==> config.mk <==
export PLATFORM = sky130hd
export DESIGN_NAME = debounce_bank
export DESIGN_NICKNAME = d
export VERILOG_FILES = /design/src/rtl/debounce_pkg.sv /design/src/rtl/debounce_channel.sv /design/src/rtl/debounce_bank.sv
export SDC_FILE = /design/constraint.sdc
export NUM_CORES = 1
export LEC_CHECK = 0
export ABC_AREA = 0
export CAP_MARGIN = 0
export CORE_ASPECT_RATIO = 0.7
export CORE_MARGIN = 2
export CORE_UTILIZATION = 66
export CTS_CLUSTER_SIZE = 10
export DETAILED_ROUTE_END_ITERATION = 10
export MAX_ROUTING_LAYER = met4
export PLACE_DENSITY = 0.85
export SLEW_MARGIN = 25
export SYNTH_ARGS = -nofsm -noshare
export SYNTH_HDL_FRONTEND = slang
export SYNTH_SLANG_ARGS = --single-unit
==> constraint.sdc <==
create_clock -name clock -period 3.3 [get_ports clock]
set_input_delay 0.66 -clock clock [delete_from_list [all_inputs] [get_ports clock]]
set_output_delay 0.66 -clock clock [all_outputs]
set_load 0.02 [all_outputs]
==> src/rtl/debounce_pkg.sv <==
// Shared definitions for the debounce bank.
// Contents:
//   DefaultDelay - default stable-cycle count before a clean output updates
//   rep_state_e  - auto-repeat FSM states (IDLE / HOLD / REPEAT)
//   cnt_width()  - width of a counter that must reach 'delay' without wrapping
package debounce_pkg;

  localparam int unsigned DefaultDelay = 500000;

  typedef enum logic [1:0] {
    StIdle,
    StHold,
    StRepeat
  } rep_state_e;

  // clog2(delay+1), clamped to one bit so that delay == 0 still yields a legal vector.
  function automatic int unsigned cnt_width(input int unsigned delay);
    int unsigned w;
    w = $clog2(delay + 1);
    return (w < 1) ? 1 : w;
  endfunction

endpackage

==> src/rtl/debounce_channel.sv <==
// One debounce channel: synchronizer, stability counter, clean level, registered
// rise/fall pulses and, when DEBOUNCE_BANK_REPEAT_EN is defined, an auto-repeat FSM
// that injects extra rise pulses while the clean level stays high.
// Ports:
//   i_clk    - rising-edge clock
//   i_rst_n  - asynchronous active-low reset
//   i_noisy  - raw asynchronous input level
//   o_clean  - debounced level
//   o_rise   - one-cycle press pulse (plus repeat pulses when enabled)
//   o_fall   - one-cycle release pulse
module debounce_channel
  import debounce_pkg::*;
#(
  parameter int unsigned DELAY         = DefaultDelay,
  parameter int unsigned SYNC_STAGES   = 2,
  parameter int unsigned REPEAT_DELAY  = 25000000,
  parameter int unsigned REPEAT_PERIOD = 5000000
) (
  input  logic i_clk,
  input  logic i_rst_n,
  input  logic i_noisy,
  output logic o_clean,
  output logic o_rise,
  output logic o_fall
);

  localparam int unsigned CntW = cnt_width(DELAY);
  localparam logic [CntW-1:0] CntMax = CntW'(DELAY);

  logic [SYNC_STAGES-1:0] r_sync;
  logic                   r_last;
  logic [CntW-1:0]        r_cnt;
  logic                   r_clean;
  logic                   r_rise;
  logic                   r_fall;

  logic w_sync;
  logic w_stable;
  logic w_clean_d;
  logic w_rise_edge;
  logic w_fall_edge;
  logic w_rep_pulse;

  always_ff @(posedge i_clk or negedge i_rst_n) begin
    if (!i_rst_n) begin
      r_sync <= '0;
    end else begin
      r_sync <= {r_sync[SYNC_STAGES-2:0], i_noisy};
    end
  end

  assign w_sync   = r_sync[SYNC_STAGES-1];
  assign w_stable = (w_sync == r_last);

  // Clean only updates once the sample has been stable for DELAY counted cycles.
  assign w_clean_d   = (w_stable && (r_cnt == CntMax)) ? r_last : r_clean;
  assign w_rise_edge = w_clean_d & ~r_clean;
  assign w_fall_edge = ~w_clean_d & r_clean;

  always_ff @(posedge i_clk or negedge i_rst_n) begin
    if (!i_rst_n) begin
      r_last <= 1'b0;
      r_cnt  <= '0;
    end else if (!w_stable) begin
      r_last <= w_sync;
      r_cnt  <= '0;
    end else if (r_cnt != CntMax) begin
      r_cnt <= r_cnt + 1'b1;
    end
  end

  // Pulses are registered alongside clean so they coincide with its first new cycle.
  always_ff @(posedge i_clk or negedge i_rst_n) begin
    if (!i_rst_n) begin
      r_clean <= 1'b0;
      r_rise  <= 1'b0;
      r_fall  <= 1'b0;
    end else begin
      r_clean <= w_clean_d;
      r_rise  <= w_rise_edge | w_rep_pulse;
      r_fall  <= w_fall_edge;
    end
  end

`ifdef DEBOUNCE_BANK_REPEAT_EN
  localparam logic [31:0] RepDelayLast  = 32'(REPEAT_DELAY - 1);
  localparam logic [31:0] RepPeriodLast = 32'(REPEAT_PERIOD - 1);

  rep_state_e  r_state;
  rep_state_e  w_state_d;
  logic [31:0] r_rcnt;
  logic [31:0] w_rcnt_d;

  always_comb begin
    w_state_d   = r_state;
    w_rcnt_d    = r_rcnt;
    w_rep_pulse = 1'b0;
    if (!w_clean_d) begin
      w_state_d = StIdle;
      w_rcnt_d  = '0;
    end else begin
      unique case (r_state)
        StIdle: begin
          if (w_rise_edge) begin
            w_state_d = StHold;
            w_rcnt_d  = '0;
          end
        end
        StHold: begin
          if (r_rcnt == RepDelayLast) begin
            w_rep_pulse = 1'b1;
            w_state_d   = StRepeat;
            w_rcnt_d    = '0;
          end else begin
            w_rcnt_d = r_rcnt + 32'd1;
          end
        end
        StRepeat: begin
          if (r_rcnt == RepPeriodLast) begin
            w_rep_pulse = 1'b1;
            w_rcnt_d    = '0;
          end else begin
            w_rcnt_d = r_rcnt + 32'd1;
          end
        end
        default: begin
          w_state_d = StIdle;
          w_rcnt_d  = '0;
        end
      endcase
    end
  end

  always_ff @(posedge i_clk or negedge i_rst_n) begin
    if (!i_rst_n) begin
      r_state <= StIdle;
      r_rcnt  <= '0;
    end else begin
      r_state <= w_state_d;
      r_rcnt  <= w_rcnt_d;
    end
  end
`else
  // Repeat parameters have no effect in this build; fold them into a dead signal.
  logic w_unused_repeat;
  assign w_unused_repeat = ^{REPEAT_DELAY, REPEAT_PERIOD};
  assign w_rep_pulse     = 1'b0;
`endif

  assign o_clean = r_clean;
  assign o_rise  = r_rise;
  assign o_fall  = r_fall;

endmodule

==> src/rtl/debounce_bank.sv <==
// Bank of WIDTH independent switch/button debouncers with edge pulses.
// Optional auto-repeat on held channels: define DEBOUNCE_BANK_REPEAT_EN.
// Ports:
//   clock   - rising-edge clock
//   reset_n - asynchronous active-low reset
//   noisy   - raw asynchronous input levels, one bit per channel
//   clean   - debounced levels
//   rise    - one-cycle press pulses per channel
//   fall    - one-cycle release pulses per channel
//   changed - OR of all rise and fall bits
module debounce_bank
  import debounce_pkg::*;
#(
  parameter int unsigned WIDTH         = 8,
  parameter int unsigned DELAY         = DefaultDelay,
  parameter int unsigned SYNC_STAGES   = 2,
  parameter int unsigned REPEAT_DELAY  = 25000000,
  parameter int unsigned REPEAT_PERIOD = 5000000
) (
  input  logic             clock,
  input  logic             reset_n,
  input  logic [WIDTH-1:0] noisy,
  output logic [WIDTH-1:0] clean,
  output logic [WIDTH-1:0] rise,
  output logic [WIDTH-1:0] fall,
  output logic             changed
);

  for (genvar i = 0; i < WIDTH; i++) begin : g_chan
    debounce_channel #(
      .DELAY         (DELAY),
      .SYNC_STAGES   (SYNC_STAGES),
      .REPEAT_DELAY  (REPEAT_DELAY),
      .REPEAT_PERIOD (REPEAT_PERIOD)
    ) u_chan (
      .i_clk   (clock),
      .i_rst_n (reset_n),
      .i_noisy (noisy[i]),
      .o_clean (clean[i]),
      .o_rise  (rise[i]),
      .o_fall  (fall[i])
    );
  end

  assign changed = |(rise | fall);

endmodule
==> results by stage <==
Status:
- The flow ran to the end, and the final reports show no timing, DRC or antenna violations.

Synth:
- The most frequently used flop master after synthesis is sky130_fd_sc_hd__dfrtp_1.
- After synthesis, the share of flip-flops with an asynchronous set or reset is 100%.
- The cell type with the largest total area after synthesis is sky130_fd_sc_hd__dfrtp_1.
- In this run the cell area of the synthesized design comes to 10100 µm².
- For this run, the number of Yosys warnings is 0.
- The net count after synthesis is 1067.
- In this run the biggest area consumer among cell types represents 49.7% of the synthesized area.
- Counting instances in the post-synthesis netlist gives the leading cell types as 200 x sky130_fd_sc_hd__dfrtp_1, 111 x sky130_fd_sc_hd__nor2_1, 71 x sky130_fd_sc_hd__nand2_1.
- The average instance in the mapped netlist occupies 9.67 µm².
- The number of synthesized register bits is 200.
- The count of unique library cells instantiated by Yosys is 49.
- Ranked by total cell area, the synthesized netlist is headed by sky130_fd_sc_hd__dfrtp_1 50%, sky130_fd_sc_hd__xor2_1 4.4%, sky130_fd_sc_hd__nor2_1 4.1%.
- Synthesis handed over a netlist of 1041 instances.
- The share of the Yosys chip area taken by registers is 49.7%.
- Yosys mapped a number of flops with a built-in enable equal to 0.
- The most used standard cell by instance count after synthesis is sky130_fd_sc_hd__dfrtp_1.

STA:
- The setup skew after layout is 0.00938 ns.
- The final number of max-transition violations was 0.
- The highest attainable clock frequency is 375 MHz.
- The time the final worst path needs with I/O delays and setup is 2.67 ns.
- The headroom to the max-slew limit is 36.2%.
- Of the available clock period, the critical path in the final layout requires 80.9%.
- The slew at the pin closest to its max-slew limit is 0.954 ns.
- The final hold violation count came to 0.
- In the final timing run, aggregate negative setup slack is 0 ns.
- Setup repair after global routing left no endpoint under its margin.
- Setup violations remaining at the end of the flow were counted as 0.

Floorplan:
- The floorplan step set the die width to 152 µm.
- During I/O placement, the number of pins put on the boundary was 35.
- The effective utilization at floorplan is 67.9%.
- The floorplan has 37 rows.
- The area of the core is 14800 µm².
- The floorplan step defined a die boundary enclosing 16300 µm².
- The height of the die is 107 µm.

Setup path:
- The source of the critical timing path is g_chan[0].u_chan.o_fall.
- Counting cells, the worst reg-to-reg path comes to 4.
- STA classifies the critical path startpoint as a register.
- The capturing instance or port of the critical path is changed.
- The largest fanout on the critical path is 2.
- In this run the critical register-to-register path is launched from g_chan[7].u_chan.r_cnt[6].
- The endpoint type of the worst setup path is a primary output.
- The worst register-to-register path has a setup slack of 1.21 ns.
- The data arrival time at the worst-slack endpoint is 2.01 ns.
- The critical path is of the register to primary output type.
- The capture instance of the worst register-to-register path is g_chan[7].u_chan.o_fall.
- The worst path required time is 2.64 ns.

Routing:
- The number of nets with antenna violations after detailed routing is 0.
- Before antenna repair, the detailed router went through 5 iterations.
- Summing over every cut layer, the via total after detailed routing is 7820.
- The final wirelength is 20.7 mm.
- After detailed routing, the average wire length per cell comes to 16.4 µm.
- The count of routing violations after the opening detailed-route iteration is 571.
- In the routed layout, each cell is associated on average with a via count of 6.21.
- The post-route DRC violation count is 0.

Global routing:
- Entering global routing, the biggest net connects 73 pins.
- In the global route stage, overall resource usage came out at 27.8%.
- For this run the aggregate overflow at the end of global routing stands at 0.
- The global-route wire length before repair is 35.4 mm.
- The via count of the first global-routing pass is 7340.
- The initial antenna violation count is 0.

Placed design:
- After detailed placement, the total cell area comes to 10500 µm².
- The half-perimeter wire length after placement is 14.3 mm.
- The final RePlAce weighted congestion is 0.883.
- The quantity of I/O buffers inserted on ports is 34.

Worst hold path:
- The path class of the tightest hold or removal check is input pin to asynchronous set/reset pin.

Cells and area:
- The layout overhead on the synthesized area is 10.0%.
- The final instance area is 11100 µm².
- The number of antenna diodes in the final layout is 0.
- The post-route netlist has 6.20% of its cells at a drive strength greater than 1.
- Cells fill 74.7% of the core in the end.
- In the final design database the tool counted 1079 nets.

Power and ir drop:
- For this design the ratio of total power to cell area is 457 nW/µm².
- VDD sags by at most 0.000370 V.
- In this run the static leakage power is 4.40 nW.
- The final total power is 5.06 mW.

Clocking:
- Counting along the longest clock path gives a buffer depth of 2.
- The clock root buffer master is sky130_fd_sc_hd__clkbuf_16.
- The clock latency on the worst-skew pair is 0.42 ns.
- TritonCTS built the clock tree.
- For this design, the sink count on the clock tree is 200.
- After clock tree synthesis, the setup repair step added 0 buffers.
- The post-cts gate resize count is 0.
- After clock tree synthesis, the clock-pin slew on the worst setup and hold paths is 0.07 ns.
- Buffers inserted to repair hold after CTS numbered 0.
- The count of H-tree levels built during CTS is 4.
- The number of buffers inserted during clock tree synthesis is 17.

Run:
- The number of maximum-capacitance violations is 0.
## worst max-delay path: stages, from the launching register on
cell and delay, ns:
sky130_fd_sc_hd__dfrtp_1 0.40, sky130_fd_sc_hd__nor4_1 0.48, sky130_fd_sc_hd__nand4_1 0.14, sky130_fd_sc_hd__clkdlybuf4s50_1 0.57
## power by group
| group | internal, mW | switching, mW | total, mW | leakage (nW) |
|---|---|---|---|---|
| Clock | 1.26 | 0.884 | 2.14 | 0.300 |
| Sequential | 2.51 | 0.0956 | 2.61 | 2.72 |
| Combinational | 0.112 | 0.206 | 0.318 | 1.38 |
## cell usage in the layout (no fill, tap or decap), drive strengths merged, types with 3 or more instances in the layout
| cell | instances |
|---|---|
| nand2b | 11 |
| nand4 | 51 |
| and4 | 22 |
| or4 | 17 |
| o21ai | 54 |
| nor2 | 111 |
| a21oi | 61 |
| inv | 39 |
| xor2 | 51 |
| dfrtp | 200 |
| xnor2 | 44 |
| a31o | 7 |
| a31oi | 3 |
| nand2 | 71 |
| or4b | 3 |
| or2 | 4 |
| bufinv | 3 |
| and2 | 7 |
| clkdlybuf4s50 | 33 |
| clkinv | 4 |
| o31ai | 9 |
| nand3 | 66 |
| a41o | 4 |
| nor4bb | 3 |
| ha | 16 |
| nor4 | 28 |
| o211ai | 16 |
| or3 | 19 |
| nor3 | 34 |
| buf | 10 |
| nor4b | 18 |
| and3 | 12 |
| clkbuf | 22 |
## kinds of logic after synthesis
group	Yosys count	synth area share, %
AND/OR/NAND/NOR	483	26.4
flip-flops	200	49.7
AO/OA/AOI/OAI	159	9.30
XOR/XNOR	95	8.27
buffers and inverters	88	4.29
adder cells (fa/ha/maj)	16	1.99
## layout make-up
cell class	instances	area [µm²]
clock inverters	10	143
repair buffers	44	444
multi-input cells	753	4630
inverters	37	139
flip-flops and latches	200	5000
well taps	195	244
fillers	1026	3740
clock buffers	21	470
## worst min path at each step
stage	cells after the start	endpoint	slack, ns
2_1_floorplan	0	g_chan[0].u_chan.r_sync[1]	0.33
3_3_place_gp	0	g_chan[6].u_chan.r_sync[1]	0.33
3_5_place_dp	0	g_chan[3].u_chan.r_sync[1]	0.33
4_1_cts	1	g_chan[0].u_chan.r_cnt[15]	0.23
5_1_grt	1	g_chan[0].u_chan.r_cnt[15]	0.25
6_report	1	g_chan[0].u_chan.r_cnt[15]	0.21
## flip-flops by register name, summed over array words and instances, names as in the netlist
name and cells:
g_chan.u_chan.o_rise 8, g_chan.u_chan.r_last 8, g_chan.u_chan.r_cnt 152, g_chan.u_chan.o_fall 8
g_chan.u_chan.r_sync 16, g_chan.u_chan.o_clean 8
## per-stage QoR
step	setup slack, ns	hold slack [ns]	instances
floorplan	1.44	0.331	1041
global placement	1.09	0.333	1229
detailed placement	1.02	0.335	1229
CTS	0.559	0.226	1260
global route	0.548	0.247	1260
finish	0.631	0.215	1260
## layer usage
metal / track usage (%) / routed length (µm) / vias up
li1: - / - / 3756
met1: 39.0 / 9560 / 3792
met2: 42.0 / 9770 / 241
met3: 4.24 / 924 / 31
met4: 9.59 / 458 / 0
met5: - / 0 / -
(Power assumes the default switching activity.)
